**config.mk**
```make
export PLATFORM = sky130hd
export DESIGN_NAME = alu_rr_arbiter
export DESIGN_NICKNAME = d
export VERILOG_FILES = /design/src/rtl/alu_pkg.sv /design/src/rtl/alu8.sv /design/src/rtl/alu_rr_arbiter.sv
export SDC_FILE = /design/constraint.sdc
export NUM_CORES = 1
export LEC_CHECK = 0
export ABC_AREA = 1
export CAP_MARGIN = 20
export CORE_AREA = 2 2 99 101
export CTS_CLUSTER_DIAMETER = 30
export CTS_CLUSTER_SIZE = 30
export DETAILED_ROUTE_END_ITERATION = 12
export DIE_AREA = 0 0 101 103
export GPL_TIMING_DRIVEN = 0
export PLACE_DENSITY = 0.67
export SLEW_MARGIN = 5
export SYNTH_ARGS = -nofsm -noshare
export SYNTH_HDL_FRONTEND = slang
export SYNTH_SLANG_ARGS = --single-unit
export TNS_END_PERCENT = 5
```
**constraint.sdc**
```tcl
create_clock -name clk -period 3.6 [get_ports clk]
set_input_delay 0.72 -clock clk [delete_from_list [all_inputs] [get_ports clk]]
set_output_delay 0.72 -clock clk [all_outputs]
set_load 0.01 [all_outputs]
```
**src/rtl/alu_pkg.sv**
```systemverilog
// Shared constants and types for the round-robin ALU arbiter.
// Holds the opcode encodings, FSM state type and a one-hot helper.
package alu_pkg;

   localparam int N_REQ = 4;
   localparam int WIDTH = 8;

   localparam logic [1:0] OP_AND = 2'b00;
   localparam logic [1:0] OP_OR  = 2'b01;
   localparam logic [1:0] OP_XOR = 2'b10;
   localparam logic [1:0] OP_ADD = 2'b11;

   typedef enum logic [1:0] {
      IDLE = 2'd0,
      EXEC = 2'd1,
      RESP = 2'd2
   } arb_state_t;

   function automatic logic [N_REQ-1:0] onehot(input logic [1:0] idx);
      logic [N_REQ-1:0] v;
      v      = '0;
      v[idx] = 1'b1;
      return v;
   endfunction

endpackage

```
**src/rtl/alu8.sv**
```systemverilog
// Combinational 8-bit ALU slice: AND/OR/XOR/ADD primitives feeding a 4:1 mux.
// Carry-out is only reported for the ADD opcode.
module and8b (
   input  logic [7:0] a_i,
   input  logic [7:0] b_i,
   output logic [7:0] y_o
);
   assign y_o = a_i & b_i;
endmodule

module or8b (
   input  logic [7:0] a_i,
   input  logic [7:0] b_i,
   output logic [7:0] y_o
);
   assign y_o = a_i | b_i;
endmodule

module xor8b (
   input  logic [7:0] a_i,
   input  logic [7:0] b_i,
   output logic [7:0] y_o
);
   assign y_o = a_i ^ b_i;
endmodule

module adder8b (
   input  logic [7:0] a_i,
   input  logic [7:0] b_i,
   input  logic       cin_i,
   output logic [7:0] s_o,
   output logic       cout_o
);
   assign {cout_o, s_o} = {1'b0, a_i} + {1'b0, b_i} + {8'd0, cin_i};
endmodule

module mux8_4to1b (
   input  logic [7:0] d0_i,
   input  logic [7:0] d1_i,
   input  logic [7:0] d2_i,
   input  logic [7:0] d3_i,
   input  logic [1:0] sel_i,
   output logic [7:0] y_o
);
   // NOTE: every select value is covered, so no latch can be inferred here.
   always_comb begin
      unique case (sel_i)
         2'b00:   y_o = d0_i;
         2'b01:   y_o = d1_i;
         2'b10:   y_o = d2_i;
         default: y_o = d3_i;
      endcase
   end
endmodule

module alu8
   import alu_pkg::*;
(
   input  logic [1:0]       op_i,
   input  logic [WIDTH-1:0] a_i,
   input  logic [WIDTH-1:0] b_i,
   output logic [WIDTH-1:0] y_o,
   output logic             cout_o
);
   logic [WIDTH-1:0] and_y, or_y, xor_y, sum_y;
   logic             add_c;

   and8b   u_and (.a_i(a_i), .b_i(b_i), .y_o(and_y));
   or8b    u_or  (.a_i(a_i), .b_i(b_i), .y_o(or_y));
   xor8b   u_xor (.a_i(a_i), .b_i(b_i), .y_o(xor_y));
   adder8b u_add (.a_i(a_i), .b_i(b_i), .cin_i(1'b0), .s_o(sum_y), .cout_o(add_c));

   mux8_4to1b u_mux (
      .d0_i (and_y),
      .d1_i (or_y),
      .d2_i (xor_y),
      .d3_i (sum_y),
      .sel_i(op_i),
      .y_o  (y_o)
   );

   assign cout_o = add_c & (op_i == OP_ADD);
endmodule

```
**src/rtl/alu_rr_arbiter.sv**
```systemverilog
// Round-robin arbiter sharing one ALU slice among four requesters.
// Each operation runs IDLE -> EXEC -> RESP with one-cycle grant and response pulses.
module alu_rr_arbiter
   import alu_pkg::*;
(
   input  logic                     clk,
   input  logic                     rst,
   input  logic [N_REQ-1:0]         req,
   input  logic [2*N_REQ-1:0]       op,
   input  logic [WIDTH*N_REQ-1:0]   a,
   input  logic [WIDTH*N_REQ-1:0]   b,
   output logic [N_REQ-1:0]         gnt,
   output logic [N_REQ-1:0]         rsp_valid,
   output logic [WIDTH-1:0]         rsp_data,
   output logic                     rsp_cout,
   output logic                     busy
);
   arb_state_t       state_q;
   logic [1:0]       ptr_q, win_q, win_d;
   logic [1:0]       op_q;
   logic [WIDTH-1:0] a_q, b_q;
   logic [N_REQ-1:0] gnt_q, rsp_valid_q;
   logic [WIDTH-1:0] rsp_data_q;
   logic             rsp_cout_q;
   logic [WIDTH-1:0] alu_y;
   logic             alu_cout;

   // First requesting index found when scanning upward from ptr_q, wrapping mod 4.
   always_comb begin
      logic       found;
      logic [1:0] idx;
      win_d = ptr_q;
      found = 1'b0;
      idx   = ptr_q;
      for (int k = 0; k < N_REQ; k++) begin
         idx = ptr_q + 2'(k);
         if (!found && req[idx]) begin
            win_d = idx;
            found = 1'b1;
         end
      end
   end

   alu8 u_alu (
      .op_i  (op_q),
      .a_i   (a_q),
      .b_i   (b_q),
      .y_o   (alu_y),
      .cout_o(alu_cout)
   );

   // NOTE: sequential state uses non-blocking assignments only, and the operand
   // latches are reset too so no X ever reaches the ALU output registers.
   always_ff @(posedge clk or posedge rst) begin
      if (rst) begin
         state_q     <= IDLE;
         ptr_q       <= '0;
         win_q       <= '0;
         op_q        <= '0;
         a_q         <= '0;
         b_q         <= '0;
         gnt_q       <= '0;
         rsp_valid_q <= '0;
         rsp_data_q  <= '0;
         rsp_cout_q  <= 1'b0;
      end else begin
         gnt_q       <= '0;
         rsp_valid_q <= '0;
         unique case (state_q)
            IDLE: begin
               if (|req) begin
                  win_q   <= win_d;
                  op_q    <= op[{win_d, 1'b0} +: 2];
                  a_q     <= a[{win_d, 3'b000} +: WIDTH];
                  b_q     <= b[{win_d, 3'b000} +: WIDTH];
                  gnt_q   <= onehot(win_d);
                  ptr_q   <= win_d + 2'd1;
                  state_q <= EXEC;
               end
            end
            EXEC: begin
               rsp_data_q  <= alu_y;
               rsp_cout_q  <= alu_cout;
               rsp_valid_q <= onehot(win_q);
               state_q     <= RESP;
            end
            RESP:    state_q <= IDLE;
            default: state_q <= IDLE;
         endcase
      end
   end

   assign gnt       = gnt_q;
   assign rsp_valid = rsp_valid_q;
   assign rsp_data  = rsp_data_q;
   assign rsp_cout  = rsp_cout_q;
   assign busy      = (state_q != IDLE);
endmodule

```
==> results.cfg <==
[timing]
fin_crit_ns = 2.417
final.setup_skew_ns = 0.005016
slew_headroom_pct = 44.46
hold_violations = 0
rsz0062_at_grt = no
setup_violations = 0
min_period_over_period_pct = 67.14
slew_violations = 0
max_freq_mhz = 413.7
worst_slew_pin_slew_ns = 0.8319
fin_tns_setup_ns = 0

[synth]
ys_seq_elements = 41
avgSynthCellArea_um2 = 7.050
synth_cell_types = 34
seq_area_frac_synth_pct = 28.15
yosysWarnings = 0
synth_area_um2 = 3645
synth_fp_nets = 612
synthCells = 517

[clocking]
cts_sinks = 41
cts_buffers = 5
h-tree-depth = 2
cts-root-buf = clkbuf_8
clk_path_buf_depth = 2
post_cts_buffers = 0
cts_resized = 0
clk_latency_ns = 0.29
hold_buffers = 0
clk_pin_slew_worst_paths_ns = 0.08
tritoncts = done

[die]
die_h_um = 103
die_x_um = 101
core.rowCount = 36
io_pins = 96
core_area_um2 = 9459
start_util_pct = 38.53
die_area_um2 = 10400

[grt]
grt_busiest_layer = met2
grtUsageMet1_pct = 23.30
track_usage_pct = 18.68
grt_max_degree = 42
use_met2_pct = 32.87
antenna_found_initial = 0
gr-usage-met3_pct = 3.864
grt_pass1_wl_um = 15580
grt-ovfl-total = 0
grt_pass1_vias = 3394

[status]
outcome = complete, no violations

[critical_path]
crit_type = primary input to register
cp.required_ns = 3.84
startpoint_type = primary input
cp-end-kind = register
crit_fanout = 10
r2r_slack_ns = 1.40
cp.arrival_ns = 2.65

[place]
io_buffer_count = 95
gp_congestion = 0.8867
dp.final_hpwl_um = 7825

[power]
p_leak_nw = 2.534
ir_drop_v = 0.0004160
power_frac_seq_pct = 16.9
p_per_area_nw_per_um2 = 992.5
pwr-share-clk_pct = 7.5
switching_share_pct = 51.96
combPwrFrac_pct = 75.5
switching_power_mw = 2.497
finalPower_mw = 4.806
p_int_mw = 2.309

[route]
via_per_inst = 4.883
drtAntennaViolNets = 0
drcViolationCount = 0
routedWlPerCell_um = 13.12
drt_iter0_drc = 185
drt-total-wl_um = 9617
num_vias = 3579
first_pass_iters = 4

[finish]
antennaDiodeCount = 0
layout_common_cells = nand2_1 (214), clkdlybuf4s50_1 (95), nand3_1 (51)
final_nets = 714
final_layout_size_suffix_gt1_share_pct = 14.70
num-fill-cells = 962
layout_commonest_cell = nand2_1
syn_to_final_growth_pct = 32.85

[run]
maxCapViolations = 0

[worst_hold_path]
worstHoldPathType = register to register
[sequential cells by signal, indices dropped and copies added (netlist names)]
| register | count |
|---|---|
| op_q | 2 |
| a_q | 8 |
| rsp_data | 8 |
| gnt | 4 |
| rsp_valid | 4 |
| state_q | 2 |
| win_q | 2 |
| b_q | 8 |
| ptr_q | 2 |
| rsp_cout | 1 |
[power groups by stage]
stage / Combinational (mW) / Clock, mW / Sequential [mW]
after CTS: 3.65 / 0.368 / 0.815
after floorplan: 2.72 / 0 / 0.824
final: 3.63 / 0.362 / 0.813
after global placement: 3.56 / 0 / 0.818
after global routing: 4.09 / 0.385 / 0.840
after detailed placement: 3.62 / 0 / 0.824
[cells by family after synthesis]
family | share of synthesized area, %
AO/OA/AOI/OAI | 5.732
AND/OR/NAND/NOR | 47.82
adder cells (fa/ha/maj) | 6.042
buffers and inverters | 11.29
flip-flops | 28.15
XOR/XNOR | 0.9614
[Yosys cell counts]
cell type	count	share of area, %
nand3b_1	1	0.21
dfrtp_1	41	28
o21ai_0	10	1.4
buf_12	3	1.6
buf_2	1	0.14
nand3_1	51	7.0
buf_6	8	2.5
o21bai_1	2	0.41
or2_2	1	0.17
fa_1	1	0.55
nand3_2	32	8.8
a31oi_1	5	0.86
a21oi_1	9	1.2
inv_1	40	4.1
xnor2_1	1	0.24
ha_1	16	5.5
inv_4	2	0.34
o21ai_1	1	0.14
nand2_4	6	1.9
nor3_1	7	0.96
clkbuf_1	4	0.41
nand2_1	214	22
o22ai_1	2	0.34
clkinv_1	1	0.10
nor2_8	1	0.55
a211oi_1	2	0.41
buf_4	9	1.9
a221oi_1	4	0.96
nor4_1	1	0.17
nand2_2	15	2.6
xor2_1	3	0.72
nand2_8	3	1.6
nor2_1	18	1.9
inv_2	2	0.21
[cell type report]
| class | instances | area, um^2 | area share (%) |
|---|---|---|---|
| Buffer | 25 | 237.7 | 4.910 |
| Clock buffer | 5 | 68.82 | 1.421 |
| Clock inverter | 2 | 35.03 | 0.7235 |
| Inverter | 45 | 173.9 | 3.592 |
| Multi-Input combinational cell | 406 | 2207 | 45.58 |
| Sequential cell | 41 | 1026 | 21.19 |
| Tap cell | 114 | 142.6 | 2.946 |
| Timing Repair Buffer | 95 | 950.9 | 19.64 |
[per-stage QoR]
stage	util (%)	area, um^2	worst slack, ns	std cells	hold slack (ns)
6_report	51.19	4842	1.183	733	0.4597
3_5_place_dp	50.09	4738	0.9193	726	0.4531
5_1_grt	51.19	4842	0.9974	733	0.4824
2_1_floorplan	-	3645	1.708	517	0.4321
4_1_cts	51.19	4842	1.217	733	0.4635
3_3_place_gp	50.09	4738	0.9613	726	0.4439
[worst paths after layout]
path	cells after the start	startpoint	endpoint
min	1	win_q[0]	rsp_valid[0]
max in group asynchronous	2	rst	a_q[2]
max reg2reg	11	a_q[0]	rsp_cout
min in group asynchronous	2	rst	rsp_data[7]
min reg2reg	1	win_q[0]	rsp_valid[0]
max	7	req[3]	a_q[2]
[layer usage]
metal  vias to the layer above  wire, um
li1                       1853         -
met3                        16       493
met4                         0       174
met1                      1622      4242
met2                        88      4707
met5                         -         0
[worst max-delay path: stages]
cell	delay [ns]
clkdlybuf4s50_1	0.50
nor4_1	0.44
nor2_1	0.23
clkinv_1	0.18
clkbuf_1	0.38
nand2_1	0.11
nand2_1	0.08
No activity file was read; power rests on OpenSTA's default activity.
